<file path="config.mk">
export PLATFORM = sky130hd
export DESIGN_NAME = stream_packetizer
export DESIGN_NICKNAME = d
export VERILOG_FILES = /design/src/rtl/stream_packetizer.sv
export SDC_FILE = /design/constraint.sdc
export NUM_CORES = 1
export LEC_CHECK = 0
export CAP_MARGIN = 20
export CORE_MARGIN = 2
export CORE_UTILIZATION = 40
export DETAILED_ROUTE_END_ITERATION = 10
export GPL_TIMING_DRIVEN = 0
export HOLD_SLACK_MARGIN = 0.12
export PLACE_DENSITY = 0.74
export SETUP_SLACK_MARGIN = 0.4
export SLEW_MARGIN = 25
export SYNTH_ARGS = -nofsm -noshare
export SYNTH_HDL_FRONTEND = slang
export SYNTH_SLANG_ARGS = --single-unit
</file>
<file path="constraint.sdc">
create_clock -name clk_i -period 1.9 [get_ports clk_i]
set_input_delay 0.38 -clock clk_i [delete_from_list [all_inputs] [get_ports clk_i]]
set_output_delay 0.38 -clock clk_i [all_outputs]
set_load 0.005 [all_outputs]
</file>
<file path="src/rtl/stream_packetizer.sv">
// Frames a valid/ready word stream into packets: header (sequence number),
// PktLen payload words, then an XOR checksum word marked with dout_last_o.
module stream_packetizer #(
  parameter int unsigned DataWidth = 16,
  parameter int unsigned PktLen    = 4,
  parameter int unsigned SeqWidth  = 8
) (
  input  logic                 clk_i,
  input  logic                 arst_ni,
  input  logic [DataWidth-1:0] din_i,
  input  logic                 din_val_i,
  output logic                 din_rdy_o,
  output logic [DataWidth-1:0] dout_o,
  output logic                 dout_val_o,
  input  logic                 dout_rdy_i,
  output logic                 dout_last_o,
  output logic [15:0]          pkt_cnt_o
);

  // Handshake rules: a word moves on either side only in a cycle where
  // valid && ready is seen at the rising edge; valid never depends on ready.
  typedef enum logic [1:0] {IDLE, PAYLOAD, CSUM} state_e;

  localparam logic [15:0] LastIdx = 16'(PktLen - 1);

  state_e                state_q, state_d;
  logic [DataWidth-1:0]  dout_q, dout_d;
  logic                  dout_val_q, dout_val_d;
  logic                  dout_last_q, dout_last_d;
  logic [15:0]           pkt_cnt_q, pkt_cnt_d;
  logic [SeqWidth-1:0]   seq_q, seq_d;
  logic [DataWidth-1:0]  csum_q, csum_d;
  logic [15:0]           cnt_q, cnt_d;
  logic                  slot_free;

  always_comb begin
    state_d     = state_q;
    dout_d      = dout_q;
    dout_val_d  = dout_val_q;
    dout_last_d = dout_last_q;
    pkt_cnt_d   = pkt_cnt_q;
    seq_d       = seq_q;
    csum_d      = csum_q;
    cnt_d       = cnt_q;

    slot_free = !dout_val_q || dout_rdy_i;
    din_rdy_o = (state_q == PAYLOAD) && slot_free;

    // An emptied slot with nothing new to load drops valid.
    if (slot_free) dout_val_d = 1'b0;

    if (dout_val_q && dout_rdy_i && dout_last_q) pkt_cnt_d = pkt_cnt_q + 16'd1;

    unique case (state_q)
      IDLE: begin
        if (din_val_i && slot_free) begin
          dout_d      = DataWidth'(seq_q);
          dout_last_d = 1'b0;
          dout_val_d  = 1'b1;
          csum_d      = '0;
          cnt_d       = '0;
          state_d     = PAYLOAD;
        end
      end
      PAYLOAD: begin
        if (din_val_i && din_rdy_o) begin
          dout_d      = din_i;
          dout_last_d = 1'b0;
          dout_val_d  = 1'b1;
          csum_d      = csum_q ^ din_i;
          cnt_d       = cnt_q + 16'd1;
          if (cnt_q == LastIdx) state_d = CSUM;
        end
      end
      CSUM: begin
        if (slot_free) begin
          dout_d      = csum_q;
          dout_last_d = 1'b1;
          dout_val_d  = 1'b1;
          seq_d       = seq_q + SeqWidth'(1);
          state_d     = IDLE;
        end
      end
      default: state_d = IDLE;
    endcase
  end

  always_ff @(posedge clk_i or negedge arst_ni) begin
    if (!arst_ni) begin
      state_q     <= IDLE;
      dout_q      <= '0;
      dout_val_q  <= 1'b0;
      dout_last_q <= 1'b0;
      pkt_cnt_q   <= '0;
      seq_q       <= '0;
      csum_q      <= '0;
      cnt_q       <= '0;
    end else begin
      state_q     <= state_d;
      dout_q      <= dout_d;
      dout_val_q  <= dout_val_d;
      dout_last_q <= dout_last_d;
      pkt_cnt_q   <= pkt_cnt_d;
      seq_q       <= seq_d;
      csum_q      <= csum_d;
      cnt_q       <= cnt_d;
    end
  end

  assign dout_o      = dout_q;
  assign dout_val_o  = dout_val_q;
  assign dout_last_o = dout_last_q;
  assign pkt_cnt_o   = pkt_cnt_q;

endmodule

</file>
==> flow_summary.toml <==
[status]
status = "complete, but fails checks"
violations = "negative setup slack"

[logic_synthesis]
yosys_register_bits = 76
avgSynthCellArea_um2 = 10.6
yosysMostFrequentCell = "dfrtp_1"
synth-xor-area-share = 0.0955
synth_top_family_by_area = "simple AND/OR/NAND/NOR gates"
syn_area_um2 = 3850
yosys_warnings = 0
netlist_instances = 364
synth_compound_area_frac = 0.0838
yosysTopAreaCellShare = 0.494
synth_edf_count = 0
synthTopCellsByArea = "dfrtp_1, xor2_1, mux2_2"
ys_seq_area_frac = 0.494
yosys-top-cells-count = "dfrtp_1, nor2_1, nand4_1, xor2_1, mux2_2"
synthAdderAreaFrac = 0.0292
synth_fp_nets = 393
synth_top_area_cell = "dfrtp_1"
async_flop_share = 1.00
ys.flop_type = "dfrtp_1"
synthMuxAreaShare = 0.0610
synth.distinct_cells = 39
synth_simple_gate_area_frac = 0.206

[global_routing]
grt_usage = 0.226
grt_antenna_before_repair = 0
overflow = 0
grt_pass1_wl_mm = 17.9
grt_pass1_vias = 3584
grt_max_degree = 52

[clock_tree]
cts_max_level = 3
cts-root-buf = "clkbuf_8"
clockBufferDepth = 2
cts_tree = "done"
cts_buffers = 9
clk_latency_ns = 0.37
path_clk_slew_ns = 0.08
clock-sinks = 76

[die]
die_width_um = 102
io_pins = 55
initial_core_util = 0.415
die_y_um = 102
rows = 35
dieArea_um2 = 10400
core_area_um2 = 9280

[sta]
tns_ns = -2.40
worst_pin_slew_ns = 0.605
setup_ws_ns = -0.225
final_hold_viol_count = 0
relSlewSlack = 0.596
timing.final.crit_share = 1.12
setup_viol = 25
final_max_slew_viol_count = 0
min_period_ns = 2.13
timing.fmax_mhz = 471
fin_worst_skew_ns = 0.00788
grt_setup_unrepaired = "yes"

[setup_path]
cp_max_fo = 4
worstPathRequired_ns = 2.16
crit_path_start = "cnt_q[0]"
r2r_setup_slack_ns = -0.23
r2r-end = "state_q[0]"
cp.arrival_ns = 2.38
crit_end = "state_q[0]"
timing.rr.start = "cnt_q[0]"
critPathKind = "reg2reg"
crit_path_start_kind = "flip-flop"
end_kind = "flip-flop"
ff2ff_path_depth = 6

[finish]
design_area_um2 = 5820
area_delta_synth_final_pct = 51.0
final_nets = 519
antenna_cells = 0
utilization = 0.627
drive_gt1_frac = 0.341

[power_and_ir_drop]
p_total_mw = 8.46
ir_drop_v = 0.000790
p_leak_nw = 2.72
power.density_nw_per_um2 = 1450

[place]
dp_slack_ns = -0.617
routabilityCongestion = 0.858
port_buffers = 53
hpwlAfterDp_mm = 6.47
post_dp_cell_area_um2 = 4690

[routing]
drcViolationCount = 0
via_per_inst = 5.48
drtIter0Drc = 262
ant_nets = 0
wl_per_cell_um = 18.5
wl_mm = 11.6
dr.pass1.iters = 5
routed-via-count = 3419

[flow_run]
max_cap_viol_count = 0

[worst_hold_path]
holdCritPathClass = "in2reg"
[worst min path at each step]
| stage | from | endpoint | slack (ns) | depth (start not counted) |
|---|---|---|---|---|
| 2_1_floorplan | arst_ni | cnt_q[0] | 0.08 | 0 |
| 3_3_place_gp | pkt_cnt_o[15] | pkt_cnt_o[15] | 0.46 | 1 |
| 3_5_place_dp | arst_ni | pkt_cnt_o[6] | 0.33 | 1 |
| 4_1_cts | din_val_i | cnt_q[6] | 0.44 | 3 |
| 5_1_grt | din_val_i | cnt_q[6] | 0.46 | 3 |
| 6_report | din_val_i | cnt_q[6] | 0.45 | 3 |
[layout by cell type, fill, tap and decap left out, drive strengths merged, types with 5 or more instances in the layout]
cell type	instances
nor4	6
buf	73
a21oi	16
nor2	35
dlygate4sd2	34
o21ai	7
clkbuf	21
nand3	12
dfrtp	76
xnor2	16
mux2	20
inv	5
nand4	29
nor2b	10
nand2	19
a22oi	17
clkdlybuf4s50	16
and3	6
ha	9
xor2	26
[stage by stage]
step | instances | hold slack (ns)
floorplan | 364 | 0.0844
global placement | 546 | 0.464
detailed placement | 547 | 0.325
CTS | 615 | 0.445
global route | 624 | 0.460
finish | 624 | 0.448
[sequential cells by signal, indices dropped and copies added (netlist names)]
register	flops
dout_val_o	1
dout_o	16
dout_last_o	1
pkt_cnt_o	16
state_q	2
seq_q	8
csum_q	16
cnt_q	16
[critical path: stages (launching register included)]
cell and delay (ns):
dfrtp_1 0.46, ha_2 0.30, nor3b_1 0.31, nand4_1 0.18
a222oi_1 0.28, buf_4 0.19, mux2_4 0.29
[routing by layer]
layer,track usage,wire length (µm)
met1,0.280,4960
met2,0.381,5820
met3,0.0643,558
met4,0.0728,221
met5,0,0
[cell type report]
cell class	count	area, µm²
tap	129	161
sequential	76	1910
timing repair buffer	114	1110
inverter	5	21.3
clock inverter	4	48.8
fill	724	3460
buffer	20	234
clock buffer	12	145
multi-input combinational	264	2190
[cells by family after synthesis]
family | count (synthesis)
buffers and inverters | 25
AO/OA/AOI/OAI | 48
AND/OR/NAND/NOR | 143
flip-flops | 76
adder cells (fa/ha/maj) | 9
XOR/XNOR | 42
multiplexers | 21
[repair_timing]
action | 4_1_cts | 5_1_grt
pin swaps | 56 | 18
endpoints found under the hold margin | 25 | 0
gates cloned | 5 | 0
setup endpoints to repair | 97 | 67
setup buffers | 46 | 9
resized for setup | 108 | 50
hold buffers | 1 | 0
[power breakdown]
part / internal (mW) / switching (mW)
logic: 2.68 / 2.12
registers: 2.05 / 0.348
clock network: 0.642 / 0.623
(Power assumes the default switching activity.)
